**src/rtl/matcop_pkg.sv**
```systemverilog
// rtl/matcop_pkg.sv - shared sizes, FSM state type and element packing helper
package matcop_pkg;
  localparam int N_MAX  = 5;
  localparam int ELEM_W = 8;
  localparam int MAT_W  = N_MAX * N_MAX * ELEM_W;
  localparam int VEC_W  = N_MAX * ELEM_W;

  typedef enum logic [1:0] {IDLE, RUN, DONE} state_t;

  // Element (0,0) lives in the MSB byte; row-major packing.
  function automatic int elem_ofs(input int r, input int c);
    return MAT_W - 1 - ELEM_W * (N_MAX * r + c);
  endfunction
endpackage

```
**src/rtl/mat_vec_sel.sv**
```systemverilog
// rtl/mat_vec_sel.sv - picks row idx (or column idx) of a packed matrix, zeroing lanes >= n
module mat_vec_sel
  import matcop_pkg::*;
#(
  parameter bit COL_MODE = 1'b0
) (
  input  logic [MAT_W-1:0] mat,
  input  logic [2:0]       idx,
  input  logic [2:0]       n,
  output logic [VEC_W-1:0] vec
);

  always_comb begin
    vec = '0;
    for (int k = 0; k < N_MAX; k++) begin
      if ((3'(k) < n) && (int'(idx) < N_MAX)) begin
        if (COL_MODE)
          vec[VEC_W-1-ELEM_W*k -: ELEM_W] = mat[elem_ofs(k, int'(idx)) -: ELEM_W];
        else
          vec[VEC_W-1-ELEM_W*k -: ELEM_W] = mat[elem_ofs(int'(idx), k) -: ELEM_W];
      end
    end
  end

endmodule

```
**src/rtl/matmul_seq_ctrl.sv**
```systemverilog
// rtl/matmul_seq_ctrl.sv - walks C(i,j) over an n x n job, feeding intProd_M one row/column pair per cycle
module matmul_seq_ctrl
  import matcop_pkg::*;
(
  input  logic             clk,
  input  logic             rst,
  input  logic             start,
  input  logic [2:0]       size,
  input  logic [MAT_W-1:0] mat_a,
  input  logic [MAT_W-1:0] mat_b,
  output logic [VEC_W-1:0] lin,
  output logic [VEC_W-1:0] col,
  input  logic [7:0]       prod,
  input  logic             prod_ovf,
  output logic [MAT_W-1:0] mat_c,
  output logic             busy,
  output logic             done,
  output logic             ovf,
  output logic             err
);

  state_t           state;
  logic [2:0]       i, j, n_r;
  logic [MAT_W-1:0] a_r, b_r;
  logic [2:0]       sel_n;
  logic [2:0]       last;
  logic             size_ok;

  assign size_ok = (size >= 3'd1) && (size <= 3'd5);
  assign last    = n_r - 3'd1;
  // Masking every lane outside RUN keeps lin/col at zero without extra muxing.
  assign sel_n   = (state == RUN) ? n_r : 3'd0;

  mat_vec_sel #(.COL_MODE(1'b0)) u_row (.mat(a_r), .idx(i), .n(sel_n), .vec(lin));
  mat_vec_sel #(.COL_MODE(1'b1)) u_col (.mat(b_r), .idx(j), .n(sel_n), .vec(col));

  always_ff @(posedge clk) begin
    if (rst) begin
      state <= IDLE;
      i     <= '0;
      j     <= '0;
      n_r   <= '0;
      a_r   <= '0;
      b_r   <= '0;
      mat_c <= '0;
      busy  <= 1'b0;
      done  <= 1'b0;
      ovf   <= 1'b0;
      err   <= 1'b0;
    end else begin
      done <= 1'b0;
      case (state)
        IDLE: begin
          if (start) begin
            if (size_ok) begin
              a_r   <= mat_a;
              b_r   <= mat_b;
              n_r   <= size;
              mat_c <= '0;
              ovf   <= 1'b0;
              err   <= 1'b0;
              i     <= '0;
              j     <= '0;
              busy  <= 1'b1;
              state <= RUN;
            end else begin
              err   <= 1'b1;
              done  <= 1'b1;
              state <= DONE;
            end
          end
        end
        RUN: begin
          mat_c[elem_ofs(int'(i), int'(j)) -: ELEM_W] <= prod;
          ovf <= ovf | prod_ovf;
          if (j == last) begin
            j <= '0;
            if (i == last) begin
              i     <= '0;
              busy  <= 1'b0;
              done  <= 1'b1;
              state <= DONE;
            end else begin
              i <= i + 3'd1;
            end
          end else begin
            j <= j + 3'd1;
          end
        end
        DONE: state <= IDLE;
        default: state <= IDLE;
      endcase
    end
  end

endmodule

```
**config.mk**
```make
export PLATFORM = sky130hd
export DESIGN_NAME = matmul_seq_ctrl
export DESIGN_NICKNAME = d
export VERILOG_FILES = /design/src/rtl/matcop_pkg.sv /design/src/rtl/mat_vec_sel.sv /design/src/rtl/matmul_seq_ctrl.sv
export SDC_FILE = /design/constraint.sdc
export NUM_CORES = 2
export LEC_CHECK = 0
export BUFFER_PORTS_ARGS = -buffer_cell sky130_fd_sc_hd__buf_2
export CORE_MARGIN = 10
export CORE_UTILIZATION = 35
export DETAILED_ROUTE_END_ITERATION = 7
export SYNTH_ARGS = -nofsm -noshare
export SYNTH_HDL_FRONTEND = slang
export SYNTH_HIERARCHICAL = 1
export SYNTH_SLANG_ARGS = --single-unit
```
**constraint.sdc**
```tcl
create_clock -name clk -period 3.4 [get_ports clk]
set_input_delay 0 -clock clk [delete_from_list [all_inputs] [get_ports clk]]
set_output_delay 0 -clock clk [all_outputs]
set_load 0.01 [all_outputs]
```
==> summary.md <==
| Metric | Value |
|---|---|
| Maximum fanout along the worst path | 8 |
| First-pass GRT wire length | 264600 um |
| Critical path class | flop to output port |
| Most common cell after layout, fill and taps aside | nand2_1 |
| Post-route setup slack | -0.2201 ns |
| Worst-path clk slew | 0.07 ns |
| Crit share post-route | 106.5% |
| Seq cells post-synth | 615 |
| Worst setup startpoint | i[1]$_SDFFE_PP0P_ |
| Slew margin rel. | 40.90% |
| Via count | 40310 |
| Final wirelength | 182100 um |
| Fill count | 9733 |
| PnR Total Power | 25.63 mW |
| Layout area overhead | 43.75% |
| Final setup viols | 34 |
| Die Span Y | 346.0 um |
| HP Class | input port to flop |
| Async S/R FF share, synth | 0% |
| CTS Buffer Depth | 3 |
| Hold Path Origin | mat_a[87] |
| Port buffer count | 698 |
| Ys flop type | dfxtp_1 |
| Max_cap viols | 0 |
| DR pass1 iterations | 8 |
| HPWL after DPL | 132800 um |
| Crit path DAT | 3.62 ns |
| Top-area cell type share of the netlist area | 33.10% |
| CTS tree | built |
| Post-synthesis sequential area ratio | 33.10% |
| Most frequent cells in the layout | nand2_1 (1058), buf_2 (685), dfxtp_1 (609) |
| Power per Cell Area | 479.3 nW/um2 |
| Reg2reg start | i[0]$_SDFFE_PP0P_ |
| Endpoint class of the critical path | output port |
| Req. time, crit path | 3.40 ns |
| CP startpoint kind | flop |
| Post-synth EDFFs | 0 |
| Die area | 119700 um2 |
| Layout cell share with drive strength beyond 1 | 32.82% |
| Core area | 105400 um2 |
| Top Ports | 699 |
| Avg WL per Cell | 26.38 um |
| Mapped Area | 37200 um2 |
| Status | finished with violations |
| Clock Skew | 0.03959 ns |
| Netlist cell types | 106 |
| Pre-CTS WS | -0.09425 ns |
| Vias per cell | 5.837 |
| Post-Syn Area per Cell | 8.773 um2 |
| Slew of the pin with the lowest slew margin | 0.8865 ns |
| Synth area leader | dfxtp_1 |
| Initial DRC Count | 3852 |
| CTS sink count | 615 |
| Antenna-violating nets left | 0 |
| Leak Pwr | 20.93 nW |
| FMAX | 276.2 MHz |
| Dominant cells by area after synthesis | dfxtp_1 (33%), mux4_2 (15%), nand2_1 (11%) |
| Clk_lat worst skew | 0.66 ns |
| Total grt overflow | 0 |
| Nets@finish | 5910 |
| Fin util | 50.73% |
| CTS H-Tree Depth | 3 |
| Die width | 346.0 um |
| Syn_nets | 4697 |
| Vias in the first global route | 39000 |
| Fin crit period | 3.620 ns |
| Num CTS Buffers | 72 |
| Pins over their slew limit | 0 |
| GP Congestion | 0.9780 |
| Final hold violation count | 0 |
| DRC | 6 |
| Post-Synthesis Cells | 4240 |
| Failing checks | DRC, setup timing |
| CTS Root Cell | clkbuf_16 |
| Unrepaired setup endpoints after global routing | yes |
| Largest net degree at the start of global routing | 162 |
| Initial antenna violation count | 10 |
| Initial core utilization | 35.29% |
| Tot GR Track Use | 28.77% |
| VDD IR max | 334.6 uV |
| Num rows | 119 |
| Synth warn | 6 |
-- cell type report --
class,instances,area [um2],area share [%]
repair buffers,1477,11740,21.96
well taps,1391,1740,3.255
clock inverters,34,467.9,0.8751
clock buffers,96,2032,3.800
diodes,6,15.01,0.02808
flip-flops and latches,615,12330,23.05
inverters,50,202.7,0.3791
multi-input cells,3237,24950,46.65
-- worst max-delay path, stage by stage (launching register included) --
cell	delay, ns
dfxtp_2	0.33
buf_6	0.11
buf_8	0.10
clkinvlp_4	0.13
ha_4	0.20
xor3_2	0.53
buf_12	0.18
mux4_2	0.55
o2111a_1	0.27
a211oi_2	0.33
buf_2	0.21
-- cell usage after synthesis (11+ instances only) --
cell type     n
nand2_1    1071
dfxtp_1     615
a21oi_1     524
mux4_2      246
nor2_1      179
mux2i_1     175
clkbuf_1    169
a22o_1      119
nand3_1      85
buf_2        76
o21ai_0      60
a211oi_1     46
buf_4        43
inv_1        43
ha_1         41
nor3_1       36
a221oi_1     32
a31oi_1      31
and3_1       30
nor2b_1      30
o211ai_1     30
o2bb2ai_1    29
buf_6        27
buf_1        23
o31ai_1      23
mux2_2       22
and2_1       21
nand2b_1     20
o221ai_1     20
o32ai_1      19
o22ai_1      17
or3_1        17
xnor2_1      17
a22oi_1      16
xor2_1       15
a21o_1       12
nor4_1       12
a32oi_1      11
-- final timing paths --
kind         slack [ns]                 endpoint  cells after the start
max               -0.22                  lin[15]                     10
min                0.10     a_r[87]$_SDFFE_PP0P_                      4
max reg2reg        0.04  mat_c[153]$_SDFFE_PP0P_                     14
min reg2reg        0.46   mat_c[56]$_SDFFE_PP0P_                      2
-- layer usage --
metal	global-route usage [%]	vias up	wire (um)
met1	35.98	19790	71590
li1	-	17950	-
met5	0	-	13
met4	14.37	2	10580
met2	46.54	2092	84830
met3	6.306	484	15130
-- per-stage QoR --
step           std cells  area, um2  hold WS (ns)  setup TNS (ns)
6_report            6906      53470        0.1015          -3.553
3_5_place_dp        6232      42960        0.2452          -2.741
5_1_grt             6906      53470        0.1086          -6.749
4_1_cts             6861      52170       0.08393          -3.475
3_3_place_gp        6232      42960        0.2442          -1.173
2_1_floorplan       4240      37200        0.1257               0
-- kinds of logic after synthesis --
| kind of cell | share of synthesized area, % |
|---|---|
| AOI/OAI and AO/OA | 19.98 |
| buffers and inverters | 5.170 |
| and+or+nand+nor | 18.42 |
| xor gates and xnor gates | 1.631 |
| DFF | 33.10 |
| adders and majority gates | 1.433 |
| muxes | 20.27 |
-- report_power, final --
part | switching [mW] | internal (mW)
clock network | 3.39 | 4.86
registers | 0.843 | 7.75
logic | 5.00 | 3.80
-- state kept, by name (all words and copies together) (netlist names) --
register	count
a_r	200
b_r	200
busy	1
done	1
err	1
i	3
j	3
mat_c	200
n_r	3
ovf	1
state	2
-- timing repair --
action / 4_1_cts / 5_1_grt
setup buffers: 68 / 35
pin swaps: 54 / 64
hold buffers: 420 / 0
resized for setup: 304 / 199
gates cloned: 14 / 5
endpoints found under the setup margin: 166 / 254
hold endpoints to repair: 495 / 0
No activity file was read; power rests on OpenSTA's default activity.
